===== src/rtl/multicycle_control_unit.sv =====
// rtl/multicycle_control_unit.sv - multi-cycle RV32I control FSM
//
// Sequences FETCH/DECODE/EXECUTE/MEM/WB over a shared memory and ALU and
// drives the per-state datapath enables, mux selects and ALU control.
//
// Parameters:
//   ALU_CTRL_W      3 = add/sub/and/or/slt, 4 = full RV32I ALU set (3 or 4 only)
//   EXT_BRANCH      1 = also decode bne (f3=001)
//   TRAP_ON_ILLEGAL 1 = illegal instruction parks the FSM in TRAP,
//                   0 = flag it for the DECODE cycle and return to FETCH
//
// Ports:
//   clk, reset         clock (rising edge), synchronous active-high reset
//   op, f3, f7, zero   opcode, funct3, funct7 (bit 5 only), ALU zero flag
//   pcWrite, adrSrc, memWrite, irWrite, regWrite   datapath enables / selects
//   resSrc, aluSrcA, aluSrcB, immSrc               datapath mux selects
//   aluControl         ALU operation
//   illegal            illegal instruction flag
//   state              current FSM state (debug)

module multicycle_control_unit #(
  parameter int ALU_CTRL_W      = 3,
  parameter bit EXT_BRANCH      = 1'b0,
  parameter bit TRAP_ON_ILLEGAL = 1'b1
) (
  input  logic                  clk,
  input  logic                  reset,
  input  logic [6:0]            op,
  input  logic [2:0]            f3,
  input  logic [6:0]            f7,
  input  logic                  zero,
  output logic                  pcWrite,
  output logic                  adrSrc,
  output logic                  memWrite,
  output logic                  irWrite,
  output logic [1:0]            resSrc,
  output logic [1:0]            aluSrcA,
  output logic [1:0]            aluSrcB,
  output logic [1:0]            immSrc,
  output logic                  regWrite,
  output logic [ALU_CTRL_W-1:0] aluControl,
  output logic                  illegal,
  output logic [3:0]            state
);

  typedef enum logic [3:0] {
    S_FETCH    = 4'd0,
    S_DECODE   = 4'd1,
    S_MEMADR   = 4'd2,
    S_MEMREAD  = 4'd3,
    S_MEMWB    = 4'd4,
    S_MEMWRITE = 4'd5,
    S_EXECR    = 4'd6,
    S_EXECI    = 4'd7,
    S_ALUWB    = 4'd8,
    S_BRANCH   = 4'd9,
    S_JAL      = 4'd10,
    S_TRAP     = 4'd15
  } state_t;

  localparam logic [6:0] OP_LW  = 7'b0000011;
  localparam logic [6:0] OP_SW  = 7'b0100011;
  localparam logic [6:0] OP_R   = 7'b0110011;
  localparam logic [6:0] OP_I   = 7'b0010011;
  localparam logic [6:0] OP_JAL = 7'b1101111;
  localparam logic [6:0] OP_BR  = 7'b1100011;

  localparam logic [1:0] ALUOP_ADD   = 2'b00;
  localparam logic [1:0] ALUOP_SUB   = 2'b01;
  localparam logic [1:0] ALUOP_FUNCT = 2'b10;

  // The 3-bit encodings are the low bits of the 4-bit ones, so the ALU control
  // is always built at 4 bits and truncated to the configured width.
  localparam logic [3:0] ALU_ADD  = 4'b0000;
  localparam logic [3:0] ALU_SUB  = 4'b0001;
  localparam logic [3:0] ALU_AND  = 4'b0010;
  localparam logic [3:0] ALU_OR   = 4'b0011;
  localparam logic [3:0] ALU_XOR  = 4'b0100;
  localparam logic [3:0] ALU_SLT  = 4'b0101;
  localparam logic [3:0] ALU_SLTU = 4'b0110;
  localparam logic [3:0] ALU_SLL  = 4'b0111;
  localparam logic [3:0] ALU_SRL  = 4'b1000;
  localparam logic [3:0] ALU_SRA  = 4'b1001;

  localparam bit FULL_ALU = (ALU_CTRL_W >= 4);

  state_t     r_state;
  state_t     w_next;
  state_t     w_dec_state;
  logic [1:0] w_alu_op;
  logic [3:0] w_funct_ctrl;
  logic [3:0] w_alu_ctrl4;
  logic       w_op_illegal;
  logic       w_unused_f7;

  assign w_unused_f7 = &{1'b0, f7[6], f7[4:0]};

  always_ff @(posedge clk) begin
    if (reset) r_state <= S_FETCH;
    else       r_state <= w_next;
  end

  assign state = r_state;

  // While reset is held the datapath sees FETCH decode, so a reset in the
  // middle of an instruction changes the mux selects in the same cycle.
  assign w_dec_state = reset ? S_FETCH : r_state;

  always_comb begin
    case (op)
      OP_SW:   immSrc = 2'b01;
      OP_BR:   immSrc = 2'b10;
      OP_JAL:  immSrc = 2'b11;
      default: immSrc = 2'b00;
    endcase
  end

  // Opcode / funct3 combinations this configuration cannot execute.
  always_comb begin
    w_op_illegal = 1'b0;
    case (op)
      OP_LW, OP_SW, OP_JAL: w_op_illegal = 1'b0;
      OP_R, OP_I: begin
        if (!FULL_ALU && (f3 == 3'b001 || f3 == 3'b011 || f3 == 3'b100 || f3 == 3'b101))
          w_op_illegal = 1'b1;
      end
      OP_BR: begin
        if (!(f3 == 3'b000 || (EXT_BRANCH && f3 == 3'b001)))
          w_op_illegal = 1'b1;
      end
      default: w_op_illegal = 1'b1;
    endcase
  end

  always_comb begin
    w_funct_ctrl = ALU_ADD;
    case (f3)
      // Only R-type (op[5]=1) can subtract; addi with imm[10]=1 stays add.
      3'b000: w_funct_ctrl = (op[5] & f7[5]) ? ALU_SUB : ALU_ADD;
      3'b010: w_funct_ctrl = ALU_SLT;
      3'b110: w_funct_ctrl = ALU_OR;
      3'b111: w_funct_ctrl = ALU_AND;
      3'b001: if (FULL_ALU) w_funct_ctrl = ALU_SLL;
      3'b011: if (FULL_ALU) w_funct_ctrl = ALU_SLTU;
      3'b100: if (FULL_ALU) w_funct_ctrl = ALU_XOR;
      3'b101: if (FULL_ALU) w_funct_ctrl = f7[5] ? ALU_SRA : ALU_SRL;
      default: w_funct_ctrl = ALU_ADD;
    endcase
  end

  always_comb begin
    case (w_alu_op)
      ALUOP_SUB:   w_alu_ctrl4 = ALU_SUB;
      ALUOP_FUNCT: w_alu_ctrl4 = w_funct_ctrl;
      default:     w_alu_ctrl4 = ALU_ADD;
    endcase
  end

  assign aluControl = w_alu_ctrl4[ALU_CTRL_W-1:0];

  always_comb begin
    w_next   = w_dec_state;
    pcWrite  = 1'b0;
    adrSrc   = 1'b0;
    memWrite = 1'b0;
    irWrite  = 1'b0;
    regWrite = 1'b0;
    illegal  = 1'b0;
    resSrc   = 2'b00;
    aluSrcA  = 2'b00;
    aluSrcB  = 2'b00;
    w_alu_op = ALUOP_ADD;

    case (w_dec_state)
      S_FETCH: begin
        irWrite = 1'b1;
        pcWrite = 1'b1;
        aluSrcB = 2'b10;
        resSrc  = 2'b10;
        w_next  = S_DECODE;
      end
      S_DECODE: begin
        // ALU computes the branch/jump target from oldPC + imm meanwhile.
        aluSrcA = 2'b01;
        aluSrcB = 2'b01;
        illegal = w_op_illegal;
        if (w_op_illegal) begin
          w_next = TRAP_ON_ILLEGAL ? S_TRAP : S_FETCH;
        end else begin
          case (op)
            OP_LW, OP_SW: w_next = S_MEMADR;
            OP_R:         w_next = S_EXECR;
            OP_I:         w_next = S_EXECI;
            OP_JAL:       w_next = S_JAL;
            default:      w_next = S_BRANCH;
          endcase
        end
      end
      S_MEMADR: begin
        aluSrcA = 2'b10;
        aluSrcB = 2'b01;
        w_next  = (op == OP_LW) ? S_MEMREAD : S_MEMWRITE;
      end
      S_MEMREAD: begin
        adrSrc = 1'b1;
        w_next = S_MEMWB;
      end
      S_MEMWB: begin
        resSrc   = 2'b01;
        regWrite = 1'b1;
        w_next   = S_FETCH;
      end
      S_MEMWRITE: begin
        adrSrc   = 1'b1;
        memWrite = 1'b1;
        w_next   = S_FETCH;
      end
      S_EXECR: begin
        aluSrcA  = 2'b10;
        w_alu_op = ALUOP_FUNCT;
        w_next   = S_ALUWB;
      end
      S_EXECI: begin
        aluSrcA  = 2'b10;
        aluSrcB  = 2'b01;
        w_alu_op = ALUOP_FUNCT;
        w_next   = S_ALUWB;
      end
      S_ALUWB: begin
        regWrite = 1'b1;
        w_next   = S_FETCH;
      end
      S_BRANCH: begin
        aluSrcA  = 2'b10;
        w_alu_op = ALUOP_SUB;
        pcWrite  = ((f3 == 3'b000) & zero) |
                   (EXT_BRANCH & (f3 == 3'b001) & ~zero);
        w_next   = S_FETCH;
      end
      S_JAL: begin
        aluSrcA = 2'b01;
        aluSrcB = 2'b10;
        pcWrite = 1'b1;
        w_next  = S_ALUWB;
      end
      S_TRAP: begin
        illegal = 1'b1;
        w_next  = S_TRAP;
      end
      default: w_next = S_FETCH;
    endcase

    if (reset) begin
      pcWrite  = 1'b0;
      irWrite  = 1'b0;
      memWrite = 1'b0;
      regWrite = 1'b0;
      illegal  = 1'b0;
    end
  end

endmodule


===== config.mk =====
export PLATFORM = sky130hd
export DESIGN_NAME = multicycle_control_unit
export DESIGN_NICKNAME = d
export VERILOG_FILES = /design/src/rtl/multicycle_control_unit.sv
export SDC_FILE = /design/constraint.sdc
export NUM_CORES = 1
export LEC_CHECK = 0
export ABC_AREA = 1
export CORE_MARGIN = 2
export CORE_UTILIZATION = 35
export DETAILED_ROUTE_END_ITERATION = 12
export GPL_TIMING_DRIVEN = 1
export PLACE_DENSITY = 0.79
export SYNTH_ARGS = -nofsm -noshare
export SYNTH_HDL_FRONTEND = slang
export SYNTH_SLANG_ARGS = --single-unit

===== constraint.sdc =====
create_clock -name clk -period 2.4 [get_ports clk]
set_input_delay 0.72 -clock clk [delete_from_list [all_inputs] [get_ports clk]]
set_output_delay 0.72 -clock clk [all_outputs]
set_load 0.02 [all_outputs]

==> flow_summary.yaml, run 1 <==
yosys:
  synth_area_leaders: "inv_1 15%, nand2_1 14%, dfxtp_1 13%"
  ys_ff_latch: 4
  ys.flop_type: "dfxtp_1"
  ys_warn_count: 0
  ys_seq_area_share_pct: 12.9
  yosysTopAreaCell: "inv_1"
  synthArstFlopShare_pct: 0
  syn_nets: 136
  syn_area_um2: 622
  syn_area_per_cell_um2: 5.45
  post-synth-top-area-fraction_pct: 15.1
  syn_inst: 114
  synth-edff-count: 0
  yosys-top-cells-count: "25 x inv_1, 23 x nand2_1, 16 x nand3_1"
  yosys.cell_count.top_type: "inv_1"
  ys_types: 20
power:
  p_seq_share_pct: 14.9
  irDropWorstVdd_v: 0.000327
  power_leakage_nw: 0.814
  switchingPower_mw: 0.296
  p_total_mw: 0.643
  clkPwrFrac_pct: 14.4
  intPower_mw: 0.347
  p_per_area_mw_per_mm2: 427
  p_sw_share_pct: 46.0
  combinationalPowerShare_pct: 70.7
sta:
  fin_crit_ns: 2.50
  timing.final.ws_setup_ns: -0.103
  slew_viol_final: 0
  hold_slack_ns: 0.821
  rsz0062_at_grt: "true"
  fmaxAchievable_mhz: 399
  relSlewSlack_pct: 76.5
  worst_pin_slew_ns: 0.349
  fin_crit_sh_pct: 104
  finClkSkew_ns: 0.0102
  setup_violations: 5
  hold_viol: 0
global_routing:
  busiest_layer: "met2"
  grt_pass1_vias: 1175
  met3_usage_pct: 4.31
  grt_pass1_wl_mm: 4.81
  use_met2_pct: 57.5
  grtUsageTotal_pct: 31.4
  antenna_found_initial: 0
  grt_max_degree: 6
  grt_overflow_total: 0
  grtUsageMet1_pct: 32.7
placed_design:
  gp_congestion: 0.927
  dpl-instance-area_mm2: 0.00126
  place_hpwl_mm: 1.89
  io_buffer_count: 34
final_layout:
  drive_gt1_share_pct: 69.0
  diodes: 0
  final_cell_area_mm2: 0.00151
  nNetsFinal: 224
  largest_reg_flops: 4
  fill_cells: 84
  fin_util_pct: 89.1
  area_growth_pct: 142
die:
  die_h_um: 46.2
  die_w_um: 46.2
  dieArea_mm2: 0.00213
  std_cell_rows: 15
  ios: 41
  initial_core_util_pct: 36.8
  coreArea_mm2: 0.00169
critical_path:
  cp-start-kind: "input pin"
  required_ns: 1.68
  end_kind: "output pin"
  arrival_ns: 1.78
  path_class: "in2out"
  crit_fanout: 5
cts:
  cts_sinks: 4
  clockBufferDepth: 2
  tritoncts: "done"
  cts_inserted_buffers: 3
  insertion_delay_ns: 0.25
  cts.reportedPaths.clkPinSlew_ns: 0.04
  cts_max_level: 1
  cts_root_buf: "clkbuf_4"
routing:
  drcViolationCount: 0
  ant_nets: 0
  vias: 1124
  drt_iter0_markers: 19
  totalWireLength_mm: 3.31
  vias_per_cell: 5.18
  wire_per_inst_um: 15.2
  drt_first_pass_iters: 4
run_status:
  violations: "negative setup slack"
  status: "finished, violations left"
hold_path:
  hold_path.class: "reg2reg"
job:
  cap_violations: 0
area by class of cell:
type                            instances  area [um^2]  area share, %
Multi-Input combinational cell         83          623           41.4
Timing Repair Buffer                   83          639           42.5
Clock buffer                            3         22.5           1.50
Inverter                               27          119           7.90
Sequential cell                         4         80.1           5.32
Tap cell                               17         21.3           1.41
worst paths after layout:
path / end / slack (ns) / cells after the start / from
max reg2reg: state[0] / 0.85 / 12 / state[2]
min: state[1] / 0.82 / 5 / state[1]
max: aluControl[0] / -0.10 / 11 / reset
min reg2reg: state[1] / 0.82 / 5 / state[1]
worst max-delay path: stages:
cell and delay (ns):
buf_8 0.11, clkinv_8 0.06, nand2_4 0.05, inv_2 0.06
nand2_2 0.07, nor2_4 0.15, inv_2 0.08, ha_4 0.17
a21oi_2 0.11, nor2_1 0.05, buf_4 0.15
power groups by stage:
| stage | clock, mW | combinational (mW) | sequential [mW] |
|---|---|---|---|
| finish | 0.0924 | 0.455 | 0.0959 |
| global route | 0.0929 | 0.483 | 0.0969 |
| CTS | 0.0886 | 0.413 | 0.0928 |
| detailed placement | 0 | 0.401 | 0.0925 |
| global placement | 0 | 0.394 | 0.0925 |
| floorplan | 0 | 0.154 | 0.110 |
kinds of logic (layout without fill, tap and decap cells):
family / count (synthesis) / in the layout / synth area share [%]
AOI/OAI and AO/OA: 11 / 11 / 9.86
adders and majority gates: 2 / 2 / 4.02
buffers and inverters: 27 / 113 / 16.7
DFF: 4 / 4 / 12.9
and+or+nand+nor: 70 / 70 / 56.5
layout by cell type, fill, tap and decap left out, types with 3 or more instances in the layout:
master           netlist  layout
buf_2                  0       6
buf_4                  0      53
buf_6                  0       4
clkbuf_2               0       9
clkbuf_4               0       3
clkdlybuf4s50_1        0       6
dfxtp_1                4       4
dlygate4sd2_1          0       3
inv_1                 25      11
inv_2                  1      13
nand2_1               23      10
nand2_2                5      15
nand2_4                2       4
nand3_1               16       9
nand3_2                2       8
nor2_1                14       9
nor2_2                 3       4
nor2_4                 0       4
metrics by stage:
step	instances	setup slack [ns]	setup TNS (ns)
2_1_floorplan	114	-0.137	-0.250
3_3_place_gp	199	-0.995	-13.27
3_5_place_dp	199	-1.07	-13.83
4_1_cts	213	-0.0735	-0.188
5_1_grt	217	-0.144	-0.753
6_report	217	-0.103	-0.396
what timing repair did:
action                     in CTS  in global routing
hold buffers                    0                  0
buffers inserted               11                  4
pin swaps                      18                 15
cloned                          0                  0
gates resized for setup       123                 47
setup endpoints to repair      17                 16
routing by layer:
metal	vias up	routed length, um
met4	0	132
li1	536	-
met2	53	1750
met5	-	0
met3	15	147
met1	520	1280
No activity file was read; power rests on OpenSTA's default activity.
==> run 2, diff against run 1 <==
Settings changed: CTS_CLUSTER_SIZE from default to 24.
==> results of run 2 <==
Final layout, timing and power as in run 1 (identical DEF).
